--- config.mk ---
export PLATFORM = sky130hd
export DESIGN_NAME = div_sequencer
export DESIGN_NICKNAME = d
export VERILOG_FILES = /design/src/rtl/div_sequencer.sv
export SDC_FILE = /design/constraint.sdc
export NUM_CORES = 1
export LEC_CHECK = 0
export BUFFER_PORTS_ARGS = -buffer_cell sky130_fd_sc_hd__buf_4
export CELL_PAD_IN_SITES_DETAIL_PLACEMENT = 1
export CELL_PAD_IN_SITES_GLOBAL_PLACEMENT = 2
export CORE_ASPECT_RATIO = 0.6
export CORE_MARGIN = 5
export CORE_UTILIZATION = 27
export CTS_CLUSTER_DIAMETER = 200
export DETAILED_ROUTE_END_ITERATION = 8
export GPL_TIMING_DRIVEN = 0
export PLACE_DENSITY = 0.72
export SYNTH_ARGS = -nofsm -noshare
export SYNTH_HDL_FRONTEND = slang
export SYNTH_SLANG_ARGS = --single-unit
--- constraint.sdc ---
create_clock -name clk -period 14.01 [get_ports clk]
set_clock_uncertainty 0.15 [all_clocks]
set_input_delay 2.1015 -clock clk [delete_from_list [all_inputs] [get_ports clk]]
set_output_delay 2.1015 -clock clk [all_outputs]
set_load 0.1 [all_outputs]
--- src/rtl/div_sequencer.sv ---
// div_sequencer: iterative radix-2 restoring divide/remainder unit for the Execute stage.
// Ports: clk/reset (async, active-high); StartE/FlushE/OpE/SrcAE/SrcBE/RdE in from E;
//        BusyE (combinational stall request), DoneE (1-cycle result strobe), ResultE, RdDivE out.
module div_sequencer #(
  parameter int XLEN = 32
) (
  input  logic            clk,
  input  logic            reset,
  input  logic            StartE,
  input  logic            FlushE,
  input  logic [1:0]      OpE,
  input  logic [XLEN-1:0] SrcAE,
  input  logic [XLEN-1:0] SrcBE,
  input  logic [4:0]      RdE,
  output logic            BusyE,
  output logic            DoneE,
  output logic [XLEN-1:0] ResultE,
  output logic [4:0]      RdDivE
);

  localparam int CW = $clog2(XLEN) + 1;

  typedef enum logic [1:0] {IDLE, RUN, FIXUP, DONE} state_t;

  state_t state, state_n;

  // Captured operation
  logic [1:0]      op_q;
  logic [4:0]      rd_q;
  logic            neg_a, neg_b;
  logic [XLEN-1:0] b_mag;
  logic [XLEN-1:0] quo;
  // After every restoring step the partial remainder is below |B|, so it
  // always fits in XLEN bits; only the shifted working value needs XLEN+1.
  logic [XLEN-1:0] rem;
  logic [CW-1:0]   cnt;

  // Accept-side decode
  logic            accept;
  logic            is_signed;
  logic            a_neg_in, b_neg_in;
  logic [XLEN-1:0] a_mag_in, b_mag_in;
  logic            div_zero, ovf, early;
  logic [XLEN-1:0] early_res;

  assign accept    = (state == IDLE) & StartE & ~FlushE;
  assign is_signed = ~OpE[0];
  assign a_neg_in  = is_signed & SrcAE[XLEN-1];
  assign b_neg_in  = is_signed & SrcBE[XLEN-1];
  assign a_mag_in  = a_neg_in ? -SrcAE : SrcAE;
  assign b_mag_in  = b_neg_in ? -SrcBE : SrcBE;
  assign div_zero  = (SrcBE == '0);
  assign ovf       = is_signed & (SrcAE == {1'b1, {(XLEN-1){1'b0}}}) & (SrcBE == '1);
  assign early     = div_zero | ovf;

  // Early-out results; OpE[1] selects remainder.
  always_comb begin
    early_res = '0;
    if (div_zero)
      early_res = OpE[1] ? SrcAE : '1;
    else
      early_res = OpE[1] ? '0 : {1'b1, {(XLEN-1){1'b0}}};
  end

  // One restoring step
  logic [XLEN:0]   rem_sh;
  logic            rem_ge;
  logic [XLEN-1:0] rem_sub;
  logic            last_step;

  assign rem_sh    = {rem, quo[XLEN-1]};
  assign rem_ge    = rem_sh >= {1'b0, b_mag};
  // True difference is below 2^XLEN whenever it is taken, so the low bits suffice.
  assign rem_sub   = rem_sh[XLEN-1:0] - b_mag;
  assign last_step = (cnt == CW'(XLEN - 1));

  // Sign correction
  logic [XLEN-1:0] quo_fix, rem_fix;
  assign quo_fix = (neg_a ^ neg_b) ? -quo : quo;
  assign rem_fix = neg_a ? -rem : rem;

  // State register
  always_ff @(posedge clk or posedge reset) begin
    if (reset) state <= IDLE;
    else       state <= state_n;
  end

  // Next state and control outputs
  always_comb begin
    state_n = state;
    BusyE   = 1'b0;
    DoneE   = 1'b0;
    case (state)
      IDLE: begin
        if (accept) begin
          state_n = early ? DONE : RUN;
          BusyE   = 1'b1;
        end
      end
      RUN: begin
        BusyE = 1'b1;
        if (FlushE)         state_n = IDLE;
        else if (last_step) state_n = FIXUP;
      end
      FIXUP: begin
        BusyE   = 1'b1;
        state_n = FlushE ? IDLE : DONE;
      end
      DONE: begin
        // Same instruction is still in E here, so StartE is not a new op.
        DoneE   = ~FlushE;
        state_n = IDLE;
      end
      default: state_n = IDLE;
    endcase
    // Keep the stall request low while reset is held, even with StartE up.
    if (reset) BusyE = 1'b0;
  end

  // Datapath
  always_ff @(posedge clk or posedge reset) begin
    if (reset) begin
      op_q    <= '0;
      rd_q    <= '0;
      neg_a   <= 1'b0;
      neg_b   <= 1'b0;
      b_mag   <= '0;
      quo     <= '0;
      rem     <= '0;
      cnt     <= '0;
      ResultE <= '0;
      RdDivE  <= '0;
    end else begin
      case (state)
        IDLE: begin
          if (accept) begin
            op_q  <= OpE;
            rd_q  <= RdE;
            neg_a <= a_neg_in;
            neg_b <= b_neg_in;
            b_mag <= b_mag_in;
            quo   <= a_mag_in;
            rem   <= '0;
            cnt   <= '0;
            if (early) begin
              ResultE <= early_res;
              RdDivE  <= RdE;
            end
          end
        end
        RUN: begin
          if (!FlushE) begin
            if (rem_ge) begin
              rem <= rem_sub;
              quo <= {quo[XLEN-2:0], 1'b1};
            end else begin
              rem <= rem_sh[XLEN-1:0];
              quo <= {quo[XLEN-2:0], 1'b0};
            end
            cnt <= cnt + CW'(1);
          end
        end
        FIXUP: begin
          // A flushed op leaves the previous result in place.
          if (!FlushE) begin
            ResultE <= op_q[1] ? rem_fix : quo_fix;
            RdDivE  <= rd_q;
          end
        end
        default: ;
      endcase
    end
  end

endmodule

==> results.md <==
* Crit-path max cell delay at 0.43 ns
* GRT Resource Usage Total at 0.201
* Post-Syn Nets at 1,548
* Initial Util at 0.275
* Post-Route WL at 46,700 um
* Footprint of the multi-input gates at 6970 um2
* Initial antenna violation count at 1
* Average wire per standard cell at 21.9 um
* Pre-CTS setup slack at 7.55 ns
* Netlist cell types at 62
* Ys Warns at 0
* Area grow syn2layout at 19.3%
* Max FO, Critical Path at 10
* Final setup viols at 0
* Root Buffer Master: clkbuf_16
* Post-CTS setup buffers at 0
* Largest net degree at the start of global routing at 92
* Post-DP HPWL at 37,500 um
* CTS tree: done
* CTS Hold Bufs at 0
* P_leak at 5.83 nW
* Die Wd at 273 um
* Nets@finish at 1,680
* Peak supply drop at approximately 0.14 mV
* TritonCTS buffer count at 17
* Status: finished, final reports clean
* Fin util at 0.328
* Startpoint Class: primary input
* Cell count along the critical path at 7
* Die Footprint at 45,900 um2
* DIE HEIGHT at 168 um
* Maximum capacitance violations at 0
* Core area at 40,800 um2
* Tmin final at about 6.2 ns
* First-pass GRT wire length at about 71,000 um
* Clock sinks at 149
* Fin. Hold Viols at 0
* Arrival time worst endpoint at 4.00 ns
* Crit-path cells: buf_4, nand2_1, or2_2, clkbuf_1, clkbuf_1, a211oi_1, buf_4
* Initial detailed-routing violation count at 929
* F_max at 0.160 GHz
* DP Area at 12,800 um2
* Setup TNS at 0 ns
* Vias at about 11,000
* Reg area at 3730 um2
* Worst min-delay path category: flip-flop to flip-flop
* Post-Syn Area at between 10,000 and 15,000 um2
* Worst r2r src: rem[3]$_DFFE_PP0P_
* Number of cells on the worst reg-to-reg path at 12
* Slew at the pin with the worst max-slew slack at ~1.2 ns
* Inserted Diodes at 0
* R2R setup slack at approximately 9.7 ns
* Clk_lat worst skew at 0.46 ns
* # port buffers at 112
* Cell family with most CP delay: buffers and inverters
* Core Rows at 57
* Vias in the first global route at 11,600
* RePlAce Congestion at 0.887
* RSZ-0062 raised after global routing: false
* Layout cells sized above 1 at 0.103
* Worst setup EP type: primary output
* WP buf/inv at 4
* # fillers at 5,002
* Top FF cell, synth: dfrtp_1
* Capture point of the critical path: BusyE
* CTS clk-pin slew, worst paths at approximately 0.060 ns
* Vias/cell at 5.27
* Final Cell Area at 13,400 um2
* Post-CTS Resized at 0
* Post-synth ARST share at 1.00
* CTS H-tree depth at 4
* # IOs at 114
* Gr ovfl total at 0
* Post-synth EDFFs at 0
* Mapped Cells at 1,428
* Max-slew headroom at 0.218
* Critical register-to-register path endpoint: rem[30]$_DFFE_PP0P_
* Router iterations before antenna repair at 5
* Power Dens Cells at 301 nW/um2
* Antenna viol nets, final at 0
* Slew Limit Fails at 0
* Syn_area_per_cell at 7.86 um2
* Clock buffer depth at 2
* Post-route clock period utilization at 0.446
* Crit Path Class: primary input to primary output
* Residual DRC at 0
* Worst Setup SP: StartE
* Post-synthesis sequential area ratio at 0.332
* Final setup margin at 7.76 ns
* Slowest-stage cell, CP: a211oi_1
* Critical Path RT at 11.76 ns
* FF+latch count, synth at between 100 and 150
worst register-to-register path, stage by stage (launching register included):
cell      delay, ns
dfrtp_1        0.44
ha_1           0.39
a21oi_1        0.22
and2_1         0.18
a21oi_1        0.10
o21ai_0        0.40
a21oi_1        0.20
o21a_1         0.30
a21oi_1        0.80
clkbuf_1       0.54
nor4_1         0.11
a221oi_1       0.23
o21ai_0        0.14
flip-flops by register name, indices dropped and copies added (netlist names):
| name | count |
|---|---|
| RdDivE | 5 |
| ResultE | 32 |
| b_mag | 32 |
| cnt | 6 |
| neg_a | 1 |
| neg_b | 1 |
| op_q | 1 |
| quo | 32 |
| rd_q | 5 |
| rem | 32 |
| state | 2 |
layer usage:
layer  up-vias  routed length (um)  global-route usage
met4         2                 818              0.0467
met5         -                  11                   0
met3        35                2230              0.0407
li1       5321                   -                   -
met1      5666               25000               0.316
met2       224               18700               0.278
worst min-delay path by stage:
| stage | startpoint | to | slack, ns | cells past startpoint |
|---|---|---|---|---|
| floorplan | b_mag[10]$_DFFE_PP0P_ | b_mag[10]$_DFFE_PP0P_ | 0.30 | 2 |
| global placement | ResultE[6]$_DFFE_PP0P_ | ResultE[6]$_DFFE_PP0P_ | 0.31 | 1 |
| detailed placement | b_mag[9]$_DFFE_PP0P_ | b_mag[9]$_DFFE_PP0P_ | 0.32 | 2 |
| CTS | b_mag[9]$_DFFE_PP0P_ | b_mag[9]$_DFFE_PP0P_ | 0.34 | 2 |
| global route | b_mag[20]$_DFFE_PP0P_ | b_mag[20]$_DFFE_PP0P_ | 0.35 | 2 |
| finish | b_mag[9]$_DFFE_PP0P_ | b_mag[9]$_DFFE_PP0P_ | 0.33 | 2 |
synthesized netlist by cell type, drive strengths merged, types with 21 or more instances:
cell type / n / area (um2)
a21o: 23 / 173
nand2: 194 / 728
xor2: 85 / 744
clkbuf: 74 / 278
ha: 44 / 551
xnor2: 59 / 517
nor2: 93 / 352
a21oi: 137 / 686
inv: 61 / 229
dfrtp: 149 / 3730
o31ai: 21 / 158
o21ai: 209 / 1050
cells by family after synthesis:
| group | synth area share |
|---|---|
| flops | 0.332 |
| compound gates | 0.260 |
| fa+ha+maj | 0.0508 |
| simple gates | 0.183 |
| mux | 0.0139 |
| buf+inv | 0.0474 |
| xor+xnor | 0.112 |
stage by stage:
stage	hold WS [ns]	cells	power (mW)
after floorplan	0.300	1428	2.70
after global placement	0.313	2100	3.45
after detailed placement	0.323	2101	3.52
after CTS	0.338	2133	4.02
after global routing	0.351	2133	4.34
final	0.330	2133	4.03
placed cells by master, fill, tap and decap left out, types with 16 or more instances in the layout:
cell         n
buf_4      113
o21ai_0    208
nor3_1      18
xor2_1      85
clkbuf_16   17
ha_1        44
nand2_1    194
a21oi_1    137
nor2_1      92
a22o_1      20
xnor2_1     59
nor4_1      16
clkbuf_1    78
a21o_1      23
o31ai_1     21
or3_1       16
dfrtp_1    149
inv_1       60
nand2b_1    17
power breakdown:
part	leakage (nW)	total (mW)	internal, mW	switching (mW)
clock	0.280	0.480	0.276	0.205
sequential	1.94	0.837	0.612	0.225
combinational	3.61	2.71	0.897	1.81
total	5.83	4.03	1.78	2.24
final cells by class:
class | count | area share
repair buffers | 113 | 0.0649
well taps | 560 | 0.0523
multi-input cells | 1139 | 0.521
flip-flops and latches | 149 | 0.279
inverters | 61 | 0.0177
clock buffers | 24 | 0.0360
plain buffers | 79 | 0.0226
clock inverters | 8 | 0.00738
Note: power is estimated with default switching activity, not from simulation.
